**src/rtl/cpu_pkg.sv**
```systemverilog
// Shared types and constants for the CPU sequencer and its condition checker.
package cpu_pkg;

  // Controller states.
  typedef enum logic [2:0] {
    ST_FETCH  = 3'd0,
    ST_DECODE = 3'd1,
    ST_EXEC   = 3'd2,
    ST_MEM    = 3'd3,
    ST_WB     = 3'd4,
    ST_HALT   = 3'd5
  } state_t;

  // Opcodes the sequencer treats specially; all others go through the ALU.
  localparam logic [3:0] OP_B    = 4'hA;
  localparam logic [3:0] OP_CMP  = 4'hB;
  localparam logic [3:0] OP_LDR  = 4'hD;
  localparam logic [3:0] OP_STR  = 4'hE;
  localparam logic [3:0] OP_HALT = 4'hF;

  // Condition codes.
  localparam logic [3:0] CC_EQ = 4'h0;
  localparam logic [3:0] CC_NE = 4'h1;
  localparam logic [3:0] CC_CS = 4'h2;
  localparam logic [3:0] CC_CC = 4'h3;
  localparam logic [3:0] CC_MI = 4'h4;
  localparam logic [3:0] CC_PL = 4'h5;
  localparam logic [3:0] CC_VS = 4'h6;
  localparam logic [3:0] CC_VC = 4'h7;
  localparam logic [3:0] CC_HI = 4'h8;
  localparam logic [3:0] CC_LS = 4'h9;
  localparam logic [3:0] CC_GE = 4'hA;
  localparam logic [3:0] CC_LT = 4'hB;
  localparam logic [3:0] CC_GT = 4'hC;
  localparam logic [3:0] CC_LE = 4'hD;
  localparam logic [3:0] CC_AL = 4'hE;
  localparam logic [3:0] CC_NV = 4'hF;

  // Flag bit positions within {N,Z,C,V}.
  localparam int FLG_N = 3;
  localparam int FLG_Z = 2;
  localparam int FLG_C = 1;
  localparam int FLG_V = 0;

endpackage

```
**src/rtl/cpu_sequencer_cond.sv**
```systemverilog
// Condition evaluation: decides whether an instruction executes given the flags.
module cond_check
  import cpu_pkg::*;
(
  input  logic [3:0] cond,
  input  logic [3:0] flags,
  output logic       pass
);

  logic w_n, w_z, w_c, w_v;
  assign w_n = flags[FLG_N];
  assign w_z = flags[FLG_Z];
  assign w_c = flags[FLG_C];
  assign w_v = flags[FLG_V];

  // Decode the 16 condition codes against the current flags.
  always_comb begin
    pass = 1'b0;
    case (cond)
      CC_EQ: pass = w_z;
      CC_NE: pass = ~w_z;
      CC_CS: pass = w_c;
      CC_CC: pass = ~w_c;
      CC_MI: pass = w_n;
      CC_PL: pass = ~w_n;
      CC_VS: pass = w_v;
      CC_VC: pass = ~w_v;
      CC_HI: pass = w_c & ~w_z;
      CC_LS: pass = ~w_c | w_z;
      CC_GE: pass = (w_n == w_v);
      CC_LT: pass = (w_n != w_v);
      CC_GT: pass = ~w_z & (w_n == w_v);
      CC_LE: pass = w_z | (w_n != w_v);
      CC_AL: pass = 1'b1;
      default: pass = 1'b0;  // NV
    endcase
  end

endmodule

```
**src/rtl/cpu_sequencer.sv**
```systemverilog
// Multi-cycle fetch/decode/execute controller. Owns PC, IR, flags and halt
// state, and sequences the register bank, ALU and a single shared RAM port.
module cpu_sequencer
  import cpu_pkg::*;
#(
  parameter int RAM_LAT = 1,
  parameter int PC_W    = 8
) (
  input  logic            Clk,
  input  logic            Reset,
  input  logic            start,
  output logic            ram_en,
  output logic            ram_rw,
  output logic [15:0]     ram_addr,
  output logic [31:0]     ram_wdata,
  input  logic [31:0]     ram_rdata,
  output logic [3:0]      rf_src1,
  output logic [3:0]      rf_src2,
  input  logic [31:0]     rf_rdata1,
  input  logic [31:0]     rf_rdata2,
  output logic            rf_wen,
  output logic [3:0]      rf_waddr,
  output logic [31:0]     rf_wdata,
  output logic [3:0]      alu_op,
  output logic [31:0]     alu_a,
  output logic [31:0]     alu_b,
  output logic [4:0]      alu_shift,
  output logic [15:0]     alu_imm,
  output logic            alu_s,
  input  logic [31:0]     alu_result,
  input  logic [3:0]      alu_flag,
  output logic [PC_W-1:0] pc,
  output logic [3:0]      flags,
  output logic            halted
);

  localparam int CNT_W = (RAM_LAT > 1) ? $clog2(RAM_LAT) : 1;

  state_t          r_state;
  logic [PC_W-1:0] r_pc;
  logic [3:0]      r_flags;
  logic [31:0]     r_ir;
  logic [31:0]     r_a;
  logic [31:0]     r_b;
  logic [31:0]     r_r;
  logic [CNT_W-1:0] r_cnt;
  // Low for the first cycle after reset so the bus stays idle that cycle.
  logic            r_live;

  // IR fields.
  logic [3:0]  w_cond, w_op, w_dest, w_src2, w_src1;
  logic        w_s;
  logic [4:0]  w_shift;
  logic [15:0] w_imm;
  assign w_cond  = r_ir[31:28];
  assign w_op    = r_ir[27:24];
  assign w_s     = r_ir[23];
  assign w_dest  = r_ir[22:19];
  assign w_src2  = r_ir[18:15];
  assign w_src1  = r_ir[14:11];
  assign w_shift = r_ir[10:6];
  assign w_imm   = r_ir[18:3];

  logic w_pass, w_last, w_fetch, w_mem, w_store;
  assign w_last  = (r_cnt == CNT_W'(RAM_LAT - 1));
  assign w_fetch = (r_state == ST_FETCH) && r_live;
  assign w_mem   = (r_state == ST_MEM);
  assign w_store = w_mem && (w_op == OP_STR);

  cond_check u_cond (
    .cond  (w_cond),
    .flags (r_flags),
    .pass  (w_pass)
  );

  // Bus and datapath outputs are decoded straight from state and latches.
  always_comb begin
    ram_en    = w_fetch | w_mem;
    ram_rw    = ~w_store;
    ram_addr  = w_fetch ? 16'(r_pc) : (w_mem ? r_a[15:0] : 16'd0);
    ram_wdata = w_store ? r_b : 32'd0;
    rf_src1   = w_src1;
    rf_src2   = w_src2;
    rf_wen    = (r_state == ST_WB);
    rf_waddr  = w_dest;
    rf_wdata  = r_r;
    alu_op    = w_op;
    alu_a     = r_a;
    alu_b     = r_b;
    alu_shift = w_shift;
    alu_imm   = w_imm;
    alu_s     = w_s;
    pc        = r_pc;
    flags     = r_flags;
    halted    = (r_state == ST_HALT);
  end

  // Instruction sequencing state machine.
  always_ff @(posedge Clk) begin
    if (Reset) begin
      r_state <= ST_FETCH;
      r_pc    <= '0;
      r_flags <= '0;
      r_ir    <= '0;
      r_a     <= '0;
      r_b     <= '0;
      r_r     <= '0;
      r_cnt   <= '0;
      r_live  <= 1'b0;
    end else begin
      r_live <= 1'b1;
      case (r_state)
        ST_FETCH: begin
          if (r_live) begin
            if (w_last) begin
              r_ir    <= ram_rdata;
              r_cnt   <= '0;
              r_state <= ST_DECODE;
            end else begin
              r_cnt <= r_cnt + CNT_W'(1);
            end
          end
        end
        ST_DECODE: begin
          r_a <= rf_rdata1;
          r_b <= rf_rdata2;
          if (!w_pass) begin
            r_pc    <= r_pc + PC_W'(1);
            r_state <= ST_FETCH;
          end else begin
            case (w_op)
              OP_HALT: r_state <= ST_HALT;
              OP_B: begin
                r_pc    <= w_imm[PC_W-1:0];
                r_state <= ST_FETCH;
              end
              OP_LDR, OP_STR: r_state <= ST_MEM;
              default: r_state <= ST_EXEC;
            endcase
          end
        end
        ST_EXEC: begin
          r_r <= alu_result;
          if (w_s) r_flags <= alu_flag;
          if (w_op == OP_CMP) begin
            r_pc    <= r_pc + PC_W'(1);
            r_state <= ST_FETCH;
          end else begin
            r_state <= ST_WB;
          end
        end
        ST_MEM: begin
          if (w_last) begin
            r_cnt <= '0;
            if (w_op == OP_STR) begin
              r_pc    <= r_pc + PC_W'(1);
              r_state <= ST_FETCH;
            end else begin
              r_r     <= ram_rdata;
              r_state <= ST_WB;
            end
          end else begin
            r_cnt <= r_cnt + CNT_W'(1);
          end
        end
        ST_WB: begin
          r_pc    <= r_pc + PC_W'(1);
          r_state <= ST_FETCH;
        end
        ST_HALT: begin
          if (start) begin
            r_pc    <= r_pc + PC_W'(1);
            r_state <= ST_FETCH;
          end
        end
        default: r_state <= ST_FETCH;
      endcase
    end
  end

endmodule

```
**config.mk**
```make
export PLATFORM = sky130hd
export DESIGN_NAME = cpu_sequencer
export DESIGN_NICKNAME = d
export VERILOG_FILES = /design/src/rtl/cpu_pkg.sv /design/src/rtl/cpu_sequencer_cond.sv /design/src/rtl/cpu_sequencer.sv
export SDC_FILE = /design/constraint.sdc
export NUM_CORES = 1
export LEC_CHECK = 0
export CAP_MARGIN = 20
export CORE_UTILIZATION = 40
export DETAILED_ROUTE_END_ITERATION = 12
export GPL_TIMING_DRIVEN = 1
export PLACE_DENSITY_LB_ADDON = 0.1
export SYNTH_ARGS = -nofsm -noshare
export SYNTH_HDL_FRONTEND = slang
export SYNTH_SLANG_ARGS = --single-unit
export TNS_END_PERCENT = 50
```
**constraint.sdc**
```tcl
create_clock -name Clk -period 2.7 [get_ports Clk]
set_input_delay 0.54 -clock Clk [delete_from_list [all_inputs] [get_ports Clk]]
set_output_delay 0.54 -clock Clk [all_outputs]
set_load 0.02 [all_outputs]
```
# Yosys cells after proc, flatten, opt, wreduce, memory -nomap -nowiden
# Index checks and enable logic that the tools add are counted.
[word_totals]
reg_bits = 145
word_cells = 97
[op_classes]
eq_ne = 34
muxes = 27
n_addsub = 2
n_reduce_logical = 14
bitwise = 11
[op_table]
columns = ["op", "count"]
rows = [
  ["$mux W32", 3],
  ["$pmux W32 S2", 1],
  ["$eq A4 B4 Y1 const B", 12],
  ["$mux W8", 6],
  ["$pmux W8 S5", 1],
  ["$mux W16", 2],
  ["$mux W3", 7],
  ["$eq A4 B3 Y1 const B", 4],
  ["$pmux W1 S15", 1],
  ["$pmux W3 S5", 1],
  ["$ne A2 B2 Y1 const B", 6],
  ["$pmux W3 S3", 1],
  ["$add A8 B1 Y8 const B", 1],
  ["$eq A4 B2 Y1 const B", 2],
  ["$eq A3 B2 Y1 const B", 2],
  ["$eq A3 B3 Y1 const B", 2],
  ["$not A1 Y1", 6],
  ["$reduce_and A3 Y1", 2],
  ["$reduce_and A6 Y1", 1],
  ["$reduce_bool A5 Y1", 1],
  ["$eq A4 B1 Y1 const B", 1],
  ["$logic_not A4 Y1", 1],
  ["$reduce_and A2 Y1", 2],
  ["$reduce_and A4 Y1", 1],
  ["14 further kinds", 21],
]

# Logic depth before layout (Yosys ltp)
# Gate-level depths: netlist (run 1).
[depth]
word_depth = 5
depth_mapped = 8

# Hierarchy
# A second synthesis (run 1) with hierarchy kept.
[unflattened]
hier_cells = 835
area_unflattened_um2 = 6512.5
[modules_own_cells]
columns = ["module", "area_per_inst_um2", "n_inst", "cells_each", "seq_area_each_um2"]
rows = [
  ["cpu_sequencer", 6318.6, 1, 807, 2822.7],
  ["cond_check", 193.9, 1, 28, 0.0],
]

# Least setup slack after synthesis (run 1)
# OpenSTA, ideal clock, no wires.
[synth_timing]
kind = "reg2out"
from = "register r_state[1]"
to = "output ram_rw"
n_path_buf = 3
required_time_ns = 2.160
stages_incl_launch_ff = 9
slack_ns = 0.511
arrival_ns = 1.649
cell_sequence = "dfxtp_1 -> clkbuf_1 -> inv_2 -> nor2_1 -> clkbuf_1 -> nand2_1 -> clkbuf_1 -> nor3_1 -> inv_1"
[synth_between]
elab_chain_cells = 3
[synth_rtl]
columns = ["item", "line_no", "rtl"]
rows = [
  ["start, declared", "cpu_sequencer.sv:39", "state_t r_state;"],
  ["start signal, assigned", "cpu_sequencer.sv:101", "r_state <= ST_FETCH;"],
  ["start signal, assigned", "cpu_sequencer.sv:118", "r_state <= ST_DECODE;"],
  ["start signal, assigned", "cpu_sequencer.sv:129", "r_state <= ST_FETCH;"],
  ["$eq A3 B2 Y1", "cpu_sequencer.sv:67", "assign w_mem = (r_state == ST_MEM);"],
  ["$logic_and A1 B1 Y1", "cpu_sequencer.sv:68", "assign w_store = w_mem && (w_op == OP_STR);"],
  ["$not A1 Y1", "cpu_sequencer.sv:79", "ram_rw = ~w_store;"],
  ["end, declared", "cpu_sequencer.sv:13", "output logic ram_rw,"],
]
# No other way between the ends.

# Worst setup path after layout (run 1)
[layout_timing]
from = "register r_state[2]"
to = "output ram_addr[8]"
[layout_between]
elab_chain_cells = 3
elab_cells_between_ends = 5
cone_classes = "eq/ne (1); mux (2); reduce/logical (2)"
[layout_rtl]
columns = ["item", "line_no", "rtl"]
rows = [
  ["$eq A3 B2 Y1 or $logic_not A3 Y1 (tied branches)", "cpu_sequencer.sv:67, cpu_sequencer.sv:66", ""],
  ["$mux W16 or $logic_and A1 B1 Y1 (tied branches)", "cpu_sequencer.sv:80, cpu_sequencer.sv:66", ""],
  ["$mux W16 (*)", "cpu_sequencer.sv:80", "ram_addr = w_fetch ? 16'(r_pc) : (w_mem ? r_a[15:0] : 16'd0);"],
  ["end, declared", "cpu_sequencer.sv:14", "output logic [15:0] ram_addr,"],
]
# Mark *: on every way between the ends. The rest lies on a longest branch, timed or not.

==> results.toml, run 1 <==
[setup_path]
required_ns = 2.16
crit_path_max_incr_delay_ns = 0.61
critical_path_class = "reg -> out"
arrival_ns = 2.03
crit_path_end_kind = "output port"
timing.rr.start = "r_ir[30]$_SDFFE_PP0P_"
crit_family = "buffers and inverters"
crit_buf_inv = 3
crit_chain = "buf_4, nor2_2, buf_4, and3_1, clkdlybuf4s50_1"
cp-start-kind = "flip-flop"
crit_top_cell = "buf_4"
cp-startpoint = "r_state[2]$_SDFFE_PP0P_"
crit_fanout = 9
crit_path_top_delay_cell = "clkdlybuf4s50_1"

[global_routing]
first_global_vias = 6187
grt-ovfl-total = 0
grt_max_degree = 65
antenna_found_initial = 0
grt_pass1_wl_mm = 32.84
grtUsageTotal_pct = 25.51
use_met1_pct = 31.09
grt_util_met3_pct = 7.942
grt-busiest-layer = "met2"
use_met2_pct = 42.93

[power]
comb_power_share_pct = 15.6
peakVddDrop_mv = 0.4143
p_leak_nw = 4.051
swShare_pct = 25.72
cellPowerDensity_nw_per_um2 = 534.9
clockPowerShare_pct = 43.5
p_int_mw = 4.091
seqPwrFrac_pct = 40.9
power_switching_mw = 1.416
p_total_mw = 5.507

[synth]
synth_area_um2 = 6442
ys_ff_latch = 141
synthFlopType = "dfxtp_1"
async_flop_share_pct = 0
synthCells = 845
synth_area_per_cell_um2 = 7.624
synth_edf_count = 0
synth_nets = 983
ys_seq_area_share_pct = 43.81
yosys.cell_types.count = 51
yosys_warnings = 0
yosys.area.top_type = "dfxtp_1"
synth.area.top_cells = "dfxtp_1, nand2_1, a21oi_1"
synth_top_area_share_pct = 43.81

[placement]
gp_congestion = 0.8618
dp_hpwl_mm = 15.31
post-place-ws_ns = 0.2980
dp.cells = 1311
port_buffers = 332

[clocking]
cts_root_buffer = "clkbuf_16"
cts_made_buffers = 17
path_clk_slew_ns = 0.06
clock_sinks = 141
ctsHoldBuffers = 0
h-tree-depth = 4
cts_tree = "built"
clock_path_buffers = 2
clk_latency_ns = 0.42

[timing]
worst_slew_pin_slew_ns = 0.9417
setup_ws_ns = 0.1336
skew_ns = 0.007475
period_needed_ns = 2.566
rsz0062_at_grt = "false"
fin_tns_setup_ns = 0
slew_viol_final = 0
finalSetupViolations = 0
hold_ws_ns = 0.4506
max_slew_margin_pct = 36.95
finalCritPeriodShare_pct = 95.05
fmax_mhz = 389.6
hold_viol_final = 0

[run]
max-cap-violations = 0

[final_layout]
diodes = 0
final_cell_mix = "clkdlybuf4s50_1, nand2_1, dfxtp_1"
nets = 1252
final_common_cell = "clkdlybuf4s50_1"
fillers = 1411
fin_cells = 1343
area_delta_synth_final_pct = 59.82
drive_gt1_share_pct = 6.034

[route]
via_per_inst = 5.066
vias = 6804
dr.first_iter.drc_count = 472
drt_wl_total_mm = 21.64
drtPass1Iterations = 5
avgRoutedWirePerCell_um = 16.11
drc_errors = 0
antenna_left = 0

[hold_path]
hold_path.class = "reg -> reg"
hp-start = "alu_a[26]$_SDFFE_PP0P_"

[floorplan]
coreArea_um2 = 15830
die_x_um = 128.9
num_rows = 46
top_level_ports = 333
die-area_um2 = 16620
start_util_pct = 40.70
die_h_um = 128.9

[outcome]
outcome = "finished, final reports clean"
tightest hold or removal path, stage by stage (launching register included):
cell and delay, ns:
dfxtp_1 0.30, nand2_1 0.05, a21oi_1 0.05
synth_stat cells (2+ instances only):
cell type / number
nand2_1: 259
o211ai_1: 3
a21oi_1: 95
nor2_1: 51
a31oi_1: 2
a32oi_1: 3
ha_1: 3
o32ai_1: 8
nand2b_1: 5
o2111ai_1: 2
buf_4: 37
mux2i_1: 11
and3_1: 46
a211oi_1: 7
buf_1: 8
nor3_1: 3
o21ai_0: 7
nand3_1: 9
xnor2_1: 2
or3_1: 3
o31ai_1: 3
dfxtp_1: 141
buf_2: 2
nor3b_1: 3
a22o_1: 4
nor2b_1: 7
a311oi_1: 32
clkbuf_1: 56
inv_1: 10
a21boi_0: 2
cells by family after synthesis:
logic type | synth area share [%]
buf+inv | 8.837
flops | 43.81
fa+ha+maj | 0.5827
compound gates | 18.24
simple gates | 26.55
mux | 1.709
xor+xnor | 0.2719
per-stage QoR:
step / util (%) / cell area, µm²
floorplan: - / 6442
global placement: 61.45 / 9726
detailed placement: 61.45 / 9726
CTS: 64.99 / 10290
global route: 65.05 / 10300
finish: 65.05 / 10300
state kept, by name (all words and copies together) (netlist names):
register and count:
alu_a 32, alu_b 32, rf_wdata 32, r_ir 29
pc 8, flags 4, r_state 3, r_live 1
path summary, 6_finish.rpt:
kind / end / slack, ns / depth (start not counted)
setup / recovery: ram_addr[8] / 0.13 / 5
hold / removal: alu_a[26]$_SDFFE_PP0P_ / 0.45 / 2
setup reg to reg: pc[5]$_SDFFE_PP0P_ / 0.28 / 6
hold reg to reg: alu_a[26]$_SDFFE_PP0P_ / 0.45 / 2
repair_timing:
| item | 4_1_cts | 5_1_grt |
|---|---|---|
| pin swaps | 0 | 0 |
| gates resized for setup | 40 | 3 |
| endpoints found under the setup margin | 40 | 10 |
| setup buffers | 0 | 0 |
area by class of cell:
| cell class | count | area, µm² | area share, % |
|---|---|---|---|
| repair buffers | 353 | 3466 | 33.66 |
| multi-input cells | 590 | 3085 | 29.97 |
| well taps | 216 | 270.3 | 2.625 |
| flip-flops and latches | 141 | 2823 | 27.42 |
| clock buffers | 19 | 442.9 | 4.302 |
| inverters | 11 | 41.29 | 0.4010 |
| clock inverters | 13 | 167.7 | 1.628 |
metal layers:
| metal | wire length [µm] | part of all wire [%] | vias to the layer above |
|---|---|---|---|
| li1 | - | - | 3385 |
| met1 | 9106 | 42 | 3169 |
| met2 | 10640 | 49 | 223 |
| met3 | 1441 | 6.7 | 27 |
| met4 | 450 | 2.1 | 0 |
| met5 | 0 | 0 | - |
power by group through the flow:
| stage | registers (mW) | clock network, mW | logic, mW |
|---|---|---|---|
| final | 2.25 | 2.40 | 0.860 |
| after global routing | 2.26 | 2.54 | 0.926 |
| after CTS | 2.25 | 2.44 | 0.865 |
| after detailed placement | 2.29 | 0 | 0.859 |
| after global placement | 2.29 | 0 | 0.854 |
| after floorplan | 2.35 | 0 | 0.361 |
Note: power is estimated with default switching activity, not from simulation.
==> run 2: changes to the inputs <==
--- a/config.mk
+++ b/config.mk
@@ -5,9 +5,9 @@
 export SDC_FILE = /design/constraint.sdc
 export NUM_CORES = 1
 export LEC_CHECK = 0
-export CAP_MARGIN = 20
 export CORE_UTILIZATION = 40
 export DETAILED_ROUTE_END_ITERATION = 12
+export GPL_ROUTABILITY_DRIVEN = 0
 export GPL_TIMING_DRIVEN = 1
 export PLACE_DENSITY_LB_ADDON = 0.1
 export SYNTH_ARGS = -nofsm -noshare
==> results of run 2 <==
No change in the layout: final DEF, timing and power equal those of run 1.
==> run 3: changes to the inputs <==
--- a/config.mk
+++ b/config.mk
@@ -6,6 +6,8 @@
 export NUM_CORES = 1
 export LEC_CHECK = 0
 export CORE_UTILIZATION = 40
+export CTS_CLUSTER_DIAMETER = 60
+export CTS_CLUSTER_SIZE = 14
 export DETAILED_ROUTE_END_ITERATION = 12
 export GPL_ROUTABILITY_DRIVEN = 0
 export GPL_TIMING_DRIVEN = 1
==> results of run 3 <==
No change in the layout: final DEF, timing and power equal those of run 1.
